`config.mk`:
```
export PLATFORM = sky130hd
export DESIGN_NAME = snake_head_mover
export DESIGN_NICKNAME = d
export VERILOG_FILES = /design/src/rtl/snake_head_mover.sv
export SDC_FILE = /design/constraint.sdc
export NUM_CORES = 1
export LEC_CHECK = 0
export BUFFER_PORTS_ARGS = -buffer_cell sky130_fd_sc_hd__buf_2
export CAP_MARGIN = 20
export CORE_ASPECT_RATIO = 1.5
export CORE_MARGIN = 2
export CORE_UTILIZATION = 52
export DETAILED_ROUTE_END_ITERATION = 8
export PLACE_DENSITY = 0.79
export SLEW_MARGIN = 0
export SYNTH_ARGS = -nofsm -noshare
export SYNTH_HDL_FRONTEND = slang
export SYNTH_SLANG_ARGS = --single-unit
```
`constraint.sdc`:
```
create_clock -name clock -period 7.36 [get_ports clock]
set_clock_uncertainty 0.2 [all_clocks]
set_input_delay 0.368 -clock clock [delete_from_list [all_inputs] [get_ports clock]]
set_output_delay 0.368 -clock clock [all_outputs]
set_load 0.01 [all_outputs]
```
`src/rtl/snake_head_mover.sv`:
```
// rtl/snake_head_mover.sv - snake head/body position registers, move timer and collision FSM
// Segment 0 is the head; the body shifts one slot per executed move.
module snake_head_mover #(
   parameter int GRID_W         = 32,
   parameter int GRID_H         = 24,
   parameter int MAX_LEN        = 16,
   parameter int START_LEN      = 3,
   parameter int START_X        = 16,
   parameter int START_Y        = 12,
   parameter int TICKS_PER_MOVE = 5_000_000
) (
   input  logic                         clock,
   input  logic                         reset,
   input  logic [3:0]                   direction,
   input  logic                         grow,
   input  logic [$clog2(MAX_LEN)-1:0]   seg_index,
   output logic [$clog2(GRID_W)-1:0]    seg_x,
   output logic [$clog2(GRID_H)-1:0]    seg_y,
   output logic [$clog2(GRID_W)-1:0]    head_x,
   output logic [$clog2(GRID_H)-1:0]    head_y,
   output logic [$clog2(MAX_LEN+1)-1:0] length,
   output logic                         move_tick,
   output logic                         game_over
);

   localparam int XW    = $clog2(GRID_W);
   localparam int YW    = $clog2(GRID_H);
   localparam int IW    = $clog2(MAX_LEN);
   localparam int LW    = $clog2(MAX_LEN + 1);
   localparam int TW    = $clog2(TICKS_PER_MOVE);
   localparam int DEPTH = 1 << IW;

   typedef enum logic [1:0] {IDLE, RUN, DEAD} state_t;

   state_t          state, state_d;
   logic [XW-1:0]   seg_xs [DEPTH];
   logic [YW-1:0]   seg_ys [DEPTH];
   logic [TW-1:0]   timer;
   logic [3:0]      last_dir;
   logic            grow_pending;

   logic            dir_valid, move_edge, wall, self_hit, collide, grow_take;
   logic [3:0]      step_dir;
   logic [XW:0]     nx;
   logic [YW:0]     ny;

   assign seg_x     = seg_xs[seg_index];
   assign seg_y     = seg_ys[seg_index];
   assign head_x    = seg_xs[0];
   assign head_y    = seg_ys[0];
   assign game_over = (state == DEAD);

   // Extra headroom bit: 0-1 wraps to all ones, which the >= GRID compare flags as a wall.
   always_comb begin
      dir_valid = (direction == 4'b0001) || (direction == 4'b0010) ||
                  (direction == 4'b0100) || (direction == 4'b1000);
      step_dir  = dir_valid ? direction : last_dir;
      move_edge = (state == RUN) && (timer == TW'(TICKS_PER_MOVE - 1));
      nx = {1'b0, seg_xs[0]};
      ny = {1'b0, seg_ys[0]};
      case (step_dir)
         4'b0001: ny = ny + 1'b1;
         4'b0010: ny = ny - 1'b1;
         4'b0100: nx = nx + 1'b1;
         4'b1000: nx = nx - 1'b1;
         default: ;
      endcase
      wall      = (nx >= (XW+1)'(GRID_W)) || (ny >= (YW+1)'(GRID_H));
      grow_take = (grow_pending || grow) && (length < LW'(MAX_LEN));
      self_hit  = 1'b0;
      for (int i = 1; i < MAX_LEN; i++) begin
         if ((nx[XW-1:0] == seg_xs[i]) && (ny[YW-1:0] == seg_ys[i]) &&
             ((i <= int'(length) - 2) || (grow_take && (i == int'(length) - 1))))
            self_hit = 1'b1;
      end
      collide = wall || self_hit;
      state_d = state;
      case (state)
         IDLE:    if (dir_valid) state_d = RUN;
         RUN:     if (move_edge && collide) state_d = DEAD;
         default: state_d = state;
      endcase
   end

   always_ff @(posedge clock) begin
      if (!reset) begin
         state        <= IDLE;
         length       <= LW'(START_LEN);
         timer        <= '0;
         move_tick    <= 1'b0;
         grow_pending <= 1'b0;
         last_dir     <= 4'b0100;
         for (int i = 0; i < DEPTH; i++) begin
            seg_xs[i] <= (i < START_LEN) ? XW'(START_X - i) : '0;
            seg_ys[i] <= (i < START_LEN) ? YW'(START_Y) : '0;
         end
      end else begin
         state     <= state_d;
         move_tick <= 1'b0;
         if (move_edge && !collide)
            grow_pending <= 1'b0;
         else if (grow)
            grow_pending <= 1'b1;
         case (state)
            IDLE: begin
               timer <= '0;
               if (dir_valid) last_dir <= direction;
            end
            RUN: begin
               if (dir_valid) last_dir <= direction;
               timer <= move_edge ? '0 : timer + 1'b1;
               if (move_edge) begin
                  move_tick <= 1'b1;
                  if (!collide) begin
                     for (int i = 1; i < MAX_LEN; i++) begin
                        seg_xs[i] <= seg_xs[i-1];
                        seg_ys[i] <= seg_ys[i-1];
                     end
                     seg_xs[0] <= nx[XW-1:0];
                     seg_ys[0] <= ny[YW-1:0];
                     if (grow_take) length <= length + LW'(1);
                  end
               end
            end
            default: ;
         endcase
      end
   end

endmodule

```
==> impl_metrics.py <==
metrics = {
    "global_routing": {
        "grt_max_degree": 92,
        "grt_pass1_vias": 10400,
        "grtUsageTotal": 0.301,
        "grt-ovfl-total": 0,
        "grt_pass1_wl_um": 60500,
        "antenna_found_initial": 0,
    },
    "cts": {
        "cts_buffers": 17,
        "cts_root_buf": "clkbuf_16",
        "cts_tree": "done",
        "clock-sinks": 196,
        "clock_latency_ns": 0.46,
        "clock_path_buffers": 2,
        "clk_transition_reported_paths_ns": 0.08,
        "h-tree-depth": 4,
    },
    "synthesis": {
        "synth_mux_area_frac": 0.0900,
        "synth_top_flop_cell": "edfxtp_1",
        "synthTopCellsByArea": "edfxtp_1, dfxtp_1, mux4_2, xor2_1, and3_1",
        "syn-instance-count": 1378,
        "async_flop_share": 0,
        "synth_edf_count": 100,
        "synth_top_family_by_area": "simple AND/OR/NAND/NOR gates",
        "yosysTopAreaCell": "edfxtp_1",
        "yosysUniqueCellTypes": 93,
        "yosys.area_share.adder": 0.0186,
        "ys_seq_elements": 196,
        "syn_area_per_cell_um2": 9.49,
        "synthSimpleGateAreaFrac": 0.210,
        "netlist.area_leader.share": 0.230,
        "synth-compound-area-share": 0.154,
        "ys_seq_area_frac": 0.377,
        "synth_area_mm2": 0.0131,
        "synth_nets": 1407,
        "synth_xor_area_frac": 0.0998,
        "yosys_warnings": 0,
    },
    "placement": {
        "gp_congestion": 1.01,
        "dp_hpwl_um": 28100,
        "port_buffers": 37,
    },
    "power": {
        "irDropWorstVdd_mv": 0.134,
        "power.density_mw_per_mm2": 183,
        "p_leak_nw": 5.17,
    },
    "sta": {
        "fin_crit_sh": 0.818,
        "hold_viol": 0,
        "fin_crit_ns": 6.02,
        "slew_viol_final": 0,
        "max_slew_margin": 0.400,
        "fmax_mhz": 166,
        "finalSetupViolations": 0,
        "rsz0062_at_grt": "false",
        "tns_ns": 0,
        "worst_pin_slew_ns": 0.878,
    },
    "critical_path": {
        "cp.required_ns": 7.48,
        "reg2reg_depth": 17,
        "path_max_fanout": 91,
        "worstSetupStartpointType": "register",
        "critPathKind": "reg2reg",
        "end_kind": "register",
        "rrSetupSlack_ns": 1.34,
        "arrival_ns": 6.14,
    },
    "die": {
        "core_mm2": 0.0249,
        "start_util": 0.526,
        "io_pins": 38,
        "die_y_um": 198,
        "dieArea_mm2": 0.0265,
        "num_rows": 71,
        "die_x_um": 133,
    },
    "route": {
        "vias": 11100,
        "wl_per_cell_um": 23.2,
        "routed_wl_um": 39100,
        "drc": 0,
        "antenna_left": 0,
        "avgViaCountPerCell": 6.60,
        "drtPass1Iterations": 5,
        "drt-initial-drc-count": 1180,
    },
    "layout": {
        "layout.nets": 1375,
        "syn2layout_area_growth_pct": 6.30,
        "fin_util": 0.559,
        "multi_input_area_mm2": 0.00751,
        "drive_gt1_frac": 0.131,
        "n_antenna_cell": 0,
        "fillers": 2224,
        "seq_area_mm2": 0.00492,
    },
    "worst_hold_path": {
        "hold_class": "in2reg",
        "worstHoldPathCells": 3,
    },
    "run": {
        "cap_violations": 0,
    },
    "status": {
        "outcome": "finished, final reports clean",
    },
}
==> placed cells by master, fill, tap and decap left out, types with 6 or more instances in the layout <==
cell	netlist	routed
nand2_1	116	115
edfxtp_1	100	100
and3_1	96	96
dfxtp_1	96	96
nand3_1	90	90
nor2_1	79	79
xor2_1	75	75
o21ai_1	64	64
xnor2_1	62	62
a21oi_1	60	60
mux4_2	50	50
o21ai_0	48	48
buf_2	18	36
inv_1	25	25
nor3_1	22	22
nand4_1	21	21
buf_4	14	19
clkbuf_16	0	18
ha_1	17	17
nand3b_1	16	16
or3_1	15	15
a31oi_1	14	14
o211ai_1	13	13
o22ai_1	11	11
o31ai_1	10	10
nor4_1	9	9
a221oi_1	8	8
or4_1	8	8
and2_1	7	7
a21o_1	6	6
a22oi_1	6	6
o21a_1	6	6
a2111oi_0	6	6
==> layout make-up <==
cell class,instances,area share
well taps,328,0.0295
flip-flops and latches,196,0.354
clock buffers,19,0.0334
multi-input cells,1047,0.540
inverters,27,0.00729
repair buffers,57,0.0254
clock inverters,13,0.0102
==> flip-flops by register name (all words and copies together), names as in the netlist <==
name and flops:
grow_pending 1, last_dir 4, length 5, move_tick 1
seg_xs 80, seg_ys 80, state 2, timer 23
==> worst paths after layout <==
| check | startpoint | end |
|---|---|---|
| worst max register to register | last_dir[0] | seg_xs[5][0] |
| worst min-delay path | direction[0] | last_dir[0] |
| worst min register to register | grow_pending | grow_pending |
| worst max-delay path | last_dir[0] | seg_xs[5][0] |
==> worst max-delay path: stages, from the launching register on <==
cell and delay [ns]:
dfxtp_1 0.44, nor2_1 0.14, o21ai_1 0.22, nand3_1 0.27
and3_1 0.31, fa_1 0.43, and3_1 0.17, or3_1 0.40
nand2_1 0.24, nor3_2 0.12, nor2_4 0.41, a2111o_1 0.27
nor3_1 0.07, a41o_1 0.23, nor4_2 0.32, and4_4 0.90
buf_4 0.50, and3_1 0.21
==> cells by family (layout without fill, tap and decap cells) <==
family	count (synthesis)	in the layout
AND/OR/NAND/NOR	521	521
AO/OA/AOI/OAI	310	310
flip-flops	196	196
XOR/XNOR	142	142
buffers and inverters	135	116
multiplexers	55	55
adder cells (fa/ha/maj)	19	19
==> through the flow <==
step / power, mW / cell area (um^2) / hold slack (ns) / std cells / worst slack (ns)
6_report: 2.54 / 13900 / 0.0868 / 1687 / 1.34
5_1_grt: 2.62 / 13900 / 0.103 / 1687 / 0.887
4_1_cts: 2.54 / 13900 / 0.0733 / 1687 / 1.43
3_5_place_dp: 1.59 / 13300 / 0.267 / 1654 / 1.13
3_3_place_gp: 1.59 / 13300 / 0.246 / 1654 / 1.22
2_1_floorplan: 1.49 / 13100 / 0.235 / 1378 / 0.311
==> routing by layer <==
layer / up-vias / global-route usage / part of all wire
met4: 0 / 0.228 / 0.081
met5: - / 0 / 0
met3: 143 / 0.0458 / 0.058
li1: 5078 / - / -
met2: 522 / 0.520 / 0.50
met1: 5387 / 0.334 / 0.36
==> power by group <==
part           total [mW]  switching, mW  internal, mW
Sequential           1.20         0.0355          1.17
Combinational       0.379          0.240         0.139
Clock               0.962          0.455         0.508
==> cell usage after synthesis, types with 18 or more instances <==
cell type / instances
nand3_1: 90
and3_1: 96
o21ai_1: 64
o21ai_0: 48
nor3_1: 22
edfxtp_1: 100
nand4_1: 21
xor2_1: 75
mux4_2: 50
nor2_1: 79
inv_1: 25
a21oi_1: 60
xnor2_1: 62
clkbuf_1: 54
buf_2: 18
nand2_1: 116
dfxtp_1: 96
==> what timing repair did <==
| action | in CTS | in global routing |
|---|---|---|
| endpoints found under the hold margin | 1 | 0 |
| resized for setup | 0 | 0 |
| hold buffers | 1 | 0 |
| setup buffers | 0 | 0 |
Note: power is estimated with default switching activity, not from simulation.
